File: src/rtl/udp_sweep_pkg.sv
// Shared types and helpers for the truth-table sweeper.
package udp_sweep_pkg;

    typedef enum logic [1:0] {
        IDLE   = 2'd0,
        SETTLE = 2'd1,
        SAMPLE = 2'd2,
        DONE   = 2'd3
    } sweep_state_t;

    function automatic int unsigned tbl_w(input int unsigned n);
        return 32'd1 << n;
    endfunction

    // Tables are at most 64 entries wide; callers zero-extend into this.
    function automatic int unsigned popcount(input logic [63:0] v);
        int unsigned c;
        c = 0;
        for (int i = 0; i < 64; i++) begin
            c += 32'(v[i]);
        end
        return c;
    endfunction

endpackage

File: src/rtl/udp_settle_timer.sv
// 8-bit settle down-counter: loaded on a new vector, expire_c flags the last settle cycle.
module udp_settle_timer (
    input  logic       clk,
    input  logic       rst_n,
    input  logic       load,
    input  logic [7:0] load_val,
    input  logic       en,
    output logic       expire_c
);

    logic [7:0] cnt;

    always_ff @(posedge clk or negedge rst_n) begin
        if (!rst_n) begin
            cnt <= 8'd0;
        end else if (load) begin
            cnt <= load_val;
        end else if (en && (cnt != 8'd0)) begin
            cnt <= cnt - 8'd1;
        end
    end

    assign expire_c = (cnt == 8'd0);

endmodule

File: src/rtl/udp_truth_table_sweeper.sv
// Self-check sequencer: sweeps all input vectors of a custom-logic primitive and compares its truth table.
// Optional lowest-mismatch reporting is built when UDP_SWEEP_FIRST_FAIL_EN is defined.
module udp_truth_table_sweeper
    import udp_sweep_pkg::*;
#(
    parameter int unsigned  N_IN          = 3,
    parameter int unsigned  SETTLE_CYCLES = 2,
    localparam int unsigned TBL_W         = tbl_w(N_IN),
    localparam int unsigned CNT_W         = N_IN + 1
) (
    input  logic             clk,
    input  logic             rst_n,
    input  logic             start_i,
    input  logic             abort_i,
    input  logic [TBL_W-1:0] expected_i,
    input  logic             f_i,
    output logic [N_IN-1:0]  vec_o,
    output logic             busy_o,
    output logic             done_o,
    output logic [TBL_W-1:0] table_o,
    output logic             pass_o,
    output logic [CNT_W-1:0] mismatch_cnt_o,
    output logic [N_IN-1:0]  first_fail_o,
    output logic             first_fail_v_o
);

    localparam logic [N_IN-1:0] LAST_IDX    = N_IN'(TBL_W - 1);
    // Timer holds SETTLE_CYCLES-1 so that SETTLE lasts exactly SETTLE_CYCLES cycles.
    localparam logic [7:0]      SETTLE_LOAD = (SETTLE_CYCLES == 0) ? 8'd0 : 8'(SETTLE_CYCLES - 1);
    localparam sweep_state_t    STEP_STATE  = (SETTLE_CYCLES == 0) ? SAMPLE : SETTLE;

    sweep_state_t     state;
    logic [N_IN-1:0]  idx;
    logic [TBL_W-1:0] exp_q;
    logic [TBL_W-1:0] tbl_next_c;
    logic [TBL_W-1:0] diff_next_c;
    logic             accept_c;
    logic             last_c;
    logic             step_c;
    logic             finish_c;
    logic             settle_done_c;

    // Table as it will look after the current sample is folded in.
    always_comb begin
        tbl_next_c      = table_o;
        tbl_next_c[idx] = f_i;
        diff_next_c     = tbl_next_c ^ exp_q;
    end

    assign accept_c = (state == IDLE) && start_i && !abort_i;
    assign last_c   = (idx == LAST_IDX);
    assign step_c   = (state == SAMPLE) && !abort_i && !last_c;
    assign finish_c = (state == SAMPLE) && !abort_i && last_c;

    udp_settle_timer u_settle_timer (
        .clk      (clk),
        .rst_n    (rst_n),
        .load     (accept_c || step_c),
        .load_val (SETTLE_LOAD),
        .en       (state == SETTLE),
        .expire_c (settle_done_c)
    );

    always_ff @(posedge clk or negedge rst_n) begin
        if (!rst_n) begin
            state          <= IDLE;
            idx            <= '0;
            exp_q          <= '0;
            vec_o          <= '0;
            busy_o         <= 1'b0;
            done_o         <= 1'b0;
            table_o        <= '0;
            pass_o         <= 1'b0;
            mismatch_cnt_o <= '0;
        end else if (abort_i && (state != IDLE)) begin
            // Partial table is left in place for inspection.
            state  <= IDLE;
            idx    <= '0;
            vec_o  <= '0;
            busy_o <= 1'b0;
            done_o <= 1'b0;
            pass_o <= 1'b0;
        end else begin
            case (state)
                IDLE: begin
                    if (accept_c) begin
                        exp_q          <= expected_i;
                        table_o        <= '0;
                        pass_o         <= 1'b0;
                        mismatch_cnt_o <= '0;
                        idx            <= '0;
                        vec_o          <= '0;
                        busy_o         <= 1'b1;
                        state          <= STEP_STATE;
                    end
                end
                SETTLE: begin
                    if (settle_done_c) begin
                        state <= SAMPLE;
                    end
                end
                SAMPLE: begin
                    table_o <= tbl_next_c;
                    if (last_c) begin
                        state          <= DONE;
                        done_o         <= 1'b1;
                        pass_o         <= (diff_next_c == '0);
                        mismatch_cnt_o <= CNT_W'(popcount(64'(diff_next_c)));
                    end else begin
                        idx   <= idx + N_IN'(1);
                        vec_o <= idx + N_IN'(1);
                        state <= STEP_STATE;
                    end
                end
                DONE: begin
                    state  <= IDLE;
                    done_o <= 1'b0;
                    busy_o <= 1'b0;
                    idx    <= '0;
                    vec_o  <= '0;
                end
                default: state <= IDLE;
            endcase
        end
    end

`ifdef UDP_SWEEP_FIRST_FAIL_EN
    logic [N_IN-1:0] ff_idx_c;

    // Priority encoder: lowest mismatching index wins.
    always_comb begin
        ff_idx_c = '0;
        for (int k = int'(TBL_W) - 1; k >= 0; k--) begin
            if (diff_next_c[k]) begin
                ff_idx_c = N_IN'(k);
            end
        end
    end

    always_ff @(posedge clk or negedge rst_n) begin
        if (!rst_n) begin
            first_fail_o   <= '0;
            first_fail_v_o <= 1'b0;
        end else if (accept_c) begin
            first_fail_o   <= '0;
            first_fail_v_o <= 1'b0;
        end else if (finish_c) begin
            first_fail_o   <= ff_idx_c;
            first_fail_v_o <= |diff_next_c;
        end
    end
`else
    assign first_fail_o   = '0;
    assign first_fail_v_o = 1'b0;
`endif

endmodule

File: config.mk
export PLATFORM = sky130hd
export DESIGN_NAME = udp_truth_table_sweeper
export DESIGN_NICKNAME = d
export VERILOG_FILES = /design/src/rtl/udp_sweep_pkg.sv /design/src/rtl/udp_settle_timer.sv /design/src/rtl/udp_truth_table_sweeper.sv
export SDC_FILE = /design/constraint.sdc
export NUM_CORES = 1
export LEC_CHECK = 0
export ABC_AREA = 1
export CAP_MARGIN = 20
export CORE_UTILIZATION = 23
export DETAILED_ROUTE_END_ITERATION = 8
export HOLD_SLACK_MARGIN = 0.06
export SETUP_SLACK_MARGIN = 0.2
export SLEW_MARGIN = 20
export SYNTH_ARGS = -nofsm -noshare
export SYNTH_HDL_FRONTEND = slang
export SYNTH_SLANG_ARGS = --single-unit
File: constraint.sdc
create_clock -name clk -period 5.5 [get_ports clk]
set_clock_uncertainty 0.15 [all_clocks]
set_input_delay 1.65 -clock clk [delete_from_list [all_inputs] [get_ports clk]]
set_output_delay 1.65 -clock clk [all_outputs]
set_load 0.05 [all_outputs]
After elaboration in Yosys (flattened, before gate mapping)

Index checks and enable logic that the tools add are counted.

Register bits: 36
Input bits: 13
Output and inout bits: 22

Reduce and logical (&&, ||, !) cells: 29
Multiplexer cells: 29
Eq/ne operators: 10
Order comparisons: 2
$add $sub $neg: 9
Bitwise operators: 2

Operators by type and width:

| operator                                          | number |
|---|---|
| two-way mux 8 bit                                 | 3 |
| adder 4 x 1 -> 4 bit                              | 4 |
| logical NOT 8 bit                                 | 2 |
| one-hot mux 8 bit (2 select lines)                | 1 |
| AND reduction 3 bit                               | 4 |
| two-way mux 3 bit                                 | 3 |
| != test 3 x 2 -> 1 bit (second input constant)    | 3 |
| one-hot mux 3 bit (3 select lines)                | 1 |
| nonzero test 3 bit                                | 3 |
| bitwise mux 8 bit                                 | 1 |
| two-way mux 1 bit                                 | 8 |
| two-way mux 2 bit                                 | 4 |
| two-way mux 4 bit                                 | 2 |
| one-hot mux 2 bit (4 select lines)                | 1 |
| one-hot mux 4 bit (2 select lines)                | 1 |
| nonzero test 8 bit                                | 1 |
| subtractor 8 x 1 -> 8 bit (second input constant) | 1 |
| XOR 8 bit                                         | 1 |
| logical AND 1 bit                                 | 7 |
| one-hot mux 1 bit (2 select lines)                | 3 |
| AND reduction 2 bit                               | 3 |
| nonzero test 2 bit                                | 3 |
| adder 3 x 1 -> 4 bit                              | 1 |
| equality test 2 bit (second input constant)       | 2 |
| 16 further kinds                                  | 18 |

Depth between registers and ports, before layout

Word-level depth: 15
Depth in mapped cells: 17

Cells and area by module

From an unflattened synthesis, not the netlist that was laid out.

Cells, all modules: 303
Area total of the unflattened synthesis: 2,303.5 um^2

By module, submodules not included:

| module                  | cells an instance | instances | seq. area each (um^2) | area each (um^2) |
|---|---|---|---|---|
| udp_truth_table_sweeper | 210               | 1         | 700.7                 | 1,706.6 |
| udp_settle_timer        | 93                | 1         | 200.2                 | 596.8 |

Least setup slack after synthesis

OpenSTA, ideal clock, no wires.

Kind: input to register
Start point: input port f_i
End point: register mismatch_cnt_o[2]
Library setup time: 0.092 ns
Slack: 0.449 ns
Required time: 5.258 ns
Arrival: 4.809 ns
Cell stages on the path: 14
Cell sequence: buf_2 -> a31oi_1 -> xor2_1 -> inv_1 -> fa_1 -> fa_1 -> inv_1 -> fa_1 -> inv_1 -> ha_1 -> inv_1 -> fa_1 -> xor2_1 -> o31ai_2

Cells in the longest elaborated chain, start to end: 11

RTL lines:

| what                                   | RTL line                       | RTL |
|---|---|---|
| start: declaration                     | udp_truth_table_sweeper.sv:16  | `input logic f_i,` |
| bitwise mux 8 bit (*)                  | udp_truth_table_sweeper.sv:46  | `tbl_next_c[idx] = f_i;` |
| XOR 8 bit (*)                          | udp_truth_table_sweeper.sv:47  | `diff_next_c = tbl_next_c ^ exp_q;` |
| adder 1 x 1 -> 2 bit                   | udp_sweep_pkg.sv:20            | `c += 32'(v[i]);` |
| adder 2 x 1 -> 3 bit                   | udp_sweep_pkg.sv:20            |  |
| adder 3 x 1 -> 4 bit                   | udp_sweep_pkg.sv:20            |  |
| adder 4 x 1 -> 4 bit (3 in series)     | udp_sweep_pkg.sv:20            |  |
| adder 4 x 1 -> 4 bit (*)               | udp_sweep_pkg.sv:20            |  |
| two-way mux 4 bit (*)                  | udp_truth_table_sweeper.sv:104 | `if (last_c) begin` |
| one-hot mux 4 bit (2 select lines) (*) | udp_truth_table_sweeper.sv:84  | `case (state)` |
| end signal: assignment                 | udp_truth_table_sweeper.sv:108 | `mismatch_cnt_o <= CNT_W'(popcount(64'(diff_next_c)));` |
| end: declaration                       | udp_truth_table_sweeper.sv:22  | `output logic [CNT_W-1:0] mismatch_cnt_o,` |

Mark *: on every way between the ends. The rest lies on a longest branch, timed or not. The select of a mux whose other input is x is not followed.
A chain may end at the register's enable or synchronous reset.

Worst setup path after layout

Same ends and word-level chain as after synthesis.

==> impl_results.rst <==
.. list-table::
   :header-rows: 1

   * - Metric
     - Value
   * - Result of the run
     - finished, final reports clean
   * - Sequential share of power
     - 0.249
   * - Final setup violation count
     - 0
   * - Type of destination of the critical path
     - flop
   * - Post-synthesis sequential area ratio
     - 0.399
   * - TritonCTS clock tree
     - built
   * - Unrepaired setup endpoints after global routing
     - no
   * - Via count of the first global-routing pass
     - 1955
   * - Die width
     - 101 um
   * - Average detailed-routed wire length per instance
     - 12.1 um
   * - Signed area change from the synthesized netlist to the final layout
     - 23.8%
   * - Detailed Route WL
     - 5400 um
   * - Master cell of the clock root buffer
     - sky130_fd_sc_hd__clkbuf_8
   * - Clock latency on the worst-skew pair
     - 290 ps
   * - WP data required
     - 5550 ps
   * - Hold violation count in the final report
     - 0
   * - Proportion of layout cells with a drive suffix above 1
     - 0.114
   * - Die ar.
     - 10200 sq um
   * - Number of I/O pins
     - 35
   * - Initial Util
     - 0.241
   * - Post-layout util
     - 0.298
   * - Total count of max-transition violations in the final report
     - 0
   * - Clock-pin slew of the registers on the worst-case setup and hold paths
     - 70 ps
   * - Instance area after placement
     - 2680 sq um
   * - Std cell rows
     - 35
   * - Top area cells in the synthesized netlist
     - sky130_fd_sc_hd__dfrtp_1, sky130_fd_sc_hd__nand2_1, sky130_fd_sc_hd__inv_1
   * - Number of filler instances in the final layout
     - 1040
   * - DRC Markers
     - 0
   * - Post-CTS setup repair buffer count
     - 0
   * - Distinct cell type count after synthesis
     - 34
   * - Total negative setup slack
     - 0 ps
   * - Min Tclk post-route
     - 4930 ps
   * - Timing-limited maximum frequency
     - 203 MHz
   * - Core ar.
     - 9370 sq um
   * - Maximum VDD drop
     - 0.000198 V
   * - GP Congestion
     - 0.830
   * - Detailed Route Iter0 Violations
     - 114
   * - Post-synthesis cell count
     - 282
   * - Number of H-tree branching levels
     - 2
   * - Type of the worst min-delay path
     - reg -> reg
   * - Transition time at the pin with the least slew margin
     - 837 ps
   * - Reported max-cap violation count
     - 0
   * - Area taken by flip-flops and latches
     - 901 sq um
   * - Vias per cell
     - 4.39
   * - Switching part of the total
     - 0.491
   * - Global route overflow
     - 0
   * - Number of routed nets with antenna violations
     - 0
   * - Routed via count
     - 1954
   * - PD cells
     - 592 nW/um^2
   * - Pin count of the biggest net entering global routing
     - 37
   * - Number of warning messages in the yosys log
     - 0
   * - Global-route wire length before repair
     - 9090 um
   * - Detail Placement HPWL
     - 4050 um
   * - Peak per-stage delay on the critical path
     - 540 ps
   * - Post-Layout Inst Area
     - 2800 sq um
   * - Number of port buffers
     - 30
   * - Area taken by multi-input logic gates
     - 1120 sq um
   * - NumNets Final
     - 341
   * - Worst-path fanout max
     - 3
   * - Overall fraction of global-route tracks in use
     - 0.115
   * - Data arrival time of the worst path
     - 4980 ps
   * - Dominant cell type by area after synthesis
     - sky130_fd_sc_hd__dfrtp_1
   * - Cell internal pwr
     - 842 uW
   * - Category of the worst setup path launch point
     - input port
   * - Area share of the largest cell type after synthesis
     - 0.399
   * - Buffers from clock root to sink, at most
     - 2
   * - Cell chain of the critical path
     - dlymetal6s2s_1 > a31oi_2 > xor2_1 > inv_1 > fa_1 > fa_1 > inv_1 > fa_1 > inv_1 > ha_1 > inv_1 > fa_1 > xor2_1 > o31ai_2
   * - Net switching power figure
     - 813 uW
   * - Die height
     - 101 um
   * - Clock network fraction of total power
     - 0.126
   * - Slowest stage cell on the critical path
     - sky130_fd_sc_hd__fa_1
   * - Number of synthesized register bits
     - 36
   * - Worst slew margin relative to its limit
     - 0.442
   * - Final clock period utilization by the worst path
     - 0.896
   * - Netlist area before placement
     - 2260 sq um
   * - Num CTS Buffers
     - 5
   * - Power share of the combinational group
     - 0.625
   * - # diodes
     - 0
   * - Number of antenna violations at the first check in global routing
     - 0
   * - Avg Inst Size Synth
     - 8.00 sq um
   * - TritonRoute pass-1 iters
     - 4
   * - Leakage
     - 1.29 nW
   * - Smallest hold slack
     - 333 ps
   * - Total number of clock tree sinks
     - 36
   * - Kind of critical path
     - in -> reg
## area by class of cell
class | instances | area share
Clock buffer | 7 | 0.0345
Sequential cell | 36 | 0.322
Multi-Input combinational cell | 190 | 0.401
Tap cell | 129 | 0.0577
Inverter | 49 | 0.0658
Timing Repair Buffer | 34 | 0.119
## cells by family (layout without fill, tap and decap cells)
kind of cell               Yosys count  count (layout)  share of synthesized area
xor gates and xnor gates             4               4                     0.0155
and+or+nand+nor                    124             124                      0.262
other                                1               4                    0.00166
adders and majority gates           12              12                     0.0798
AOI/OAI and AO/OA                   46              46                      0.127
buffers and inverters               59              90                      0.115
DFF                                 36              36                      0.399
## power by group through the flow
stage	Clock [mW]	Combinational, mW	Sequential (mW)
after floorplan	0	0.743	0.467
after global placement	0	1.02	0.417
final	0.208	1.03	0.413
after detailed placement	0	1.03	0.418
after CTS	0.216	1.05	0.414
after global routing	0.226	1.17	0.425
## final timing paths
| check | start | endpoint | slack, ps | depth (start not counted) |
|---|---|---|---|---|
| setup / recovery | f_i | mismatch_cnt_o[2] | 570 | 14 |
| hold / removal | pass_o | pass_o | 330 | 2 |
| setup reg to reg | idx[0] | mismatch_cnt_o[2] | 1220 | 15 |
| hold reg to reg | pass_o | pass_o | 330 | 2 |
| max in group asynchronous | rst_n | idx[0] | 3360 | 1 |
| min in group asynchronous | rst_n | exp_q[3] | 1310 | 1 |
## routing by layer
layer / vias up / track usage / part of all wire
li1: 983 / - / -
met1: 924 / 0.148 / 0.47
met2: 43 / 0.190 / 0.48
met3: 4 / 0.0229 / 0.045
met4: 0 / 0.0390 / 0.0082
met5: - / 0 / 0
## layout by cell type, fill, tap and decap left out, types with 3 or more instances in the layout
cell type                         count
sky130_fd_sc_hd__a21oi_1              6
sky130_fd_sc_hd__nand4_1             15
sky130_fd_sc_hd__clkbuf_8             7
sky130_fd_sc_hd__dfrtp_1             36
sky130_fd_sc_hd__nand2_1             58
sky130_fd_sc_hd__clkdlybuf4s50_1     28
sky130_fd_sc_hd__conb_1               4
sky130_fd_sc_hd__buf_4                3
sky130_fd_sc_hd__ha_1                 8
sky130_fd_sc_hd__o21ai_1              7
sky130_fd_sc_hd__xor2_1               3
sky130_fd_sc_hd__nor2_1              12
sky130_fd_sc_hd__nor2_4               3
sky130_fd_sc_hd__o22ai_1              3
sky130_fd_sc_hd__o21ai_0             19
sky130_fd_sc_hd__fa_1                 4
sky130_fd_sc_hd__inv_1               42
sky130_fd_sc_hd__nand3_1             29
sky130_fd_sc_hd__inv_2                7
## registers in the layout, summed over array words and instances, names as in the netlist
name / count
exp_q: 8
table_o: 8
u_settle_timer.cnt: 8
mismatch_cnt_o: 4
idx: 3
state: 2
busy_o: 1
done_o: 1
pass_o: 1
## worst max-delay path, delay by kind of cell
| kind | cells | cell delay (ps) |
|---|---|---|
| xor gates and xnor gates | 2 | 380 |
| AOI/OAI and AO/OA | 2 | 450 |
| buffers and inverters | 5 | 440 |
| adders and majority gates | 5 | 2050 |
## cells in the mapped netlist, drive strengths merged
cell type / count
a21oi: 7
nor2: 17
nand4: 15
nand2: 61
a31oi: 2
ha: 8
conb: 1
xor2: 3
nand3: 30
o22ai: 4
fa: 4
dfrtp: 36
xnor2: 1
a22o: 1
inv: 49
o21ai: 28
nor3: 1
o31ai: 2
buf: 10
o211ai: 1
o21bai: 1
## through the flow
step / instances / worst slack, ps / power (mW)
finish: 445 / 571 / 1.65
global route: 445 / 412 / 1.82
CTS: 445 / 220 / 1.68
detailed placement: 438 / -56.8 / 1.45
global placement: 438 / 35.2 / 1.43
floorplan: 285 / 449 / 1.21
## what timing repair did
| item | 4_1_cts | 5_1_grt |
|---|---|---|
| gates resized for setup | 0 | 4 |
| setup endpoints to repair | 0 | 2 |
| hold buffers | 0 | 0 |
(Power assumes the default switching activity.)
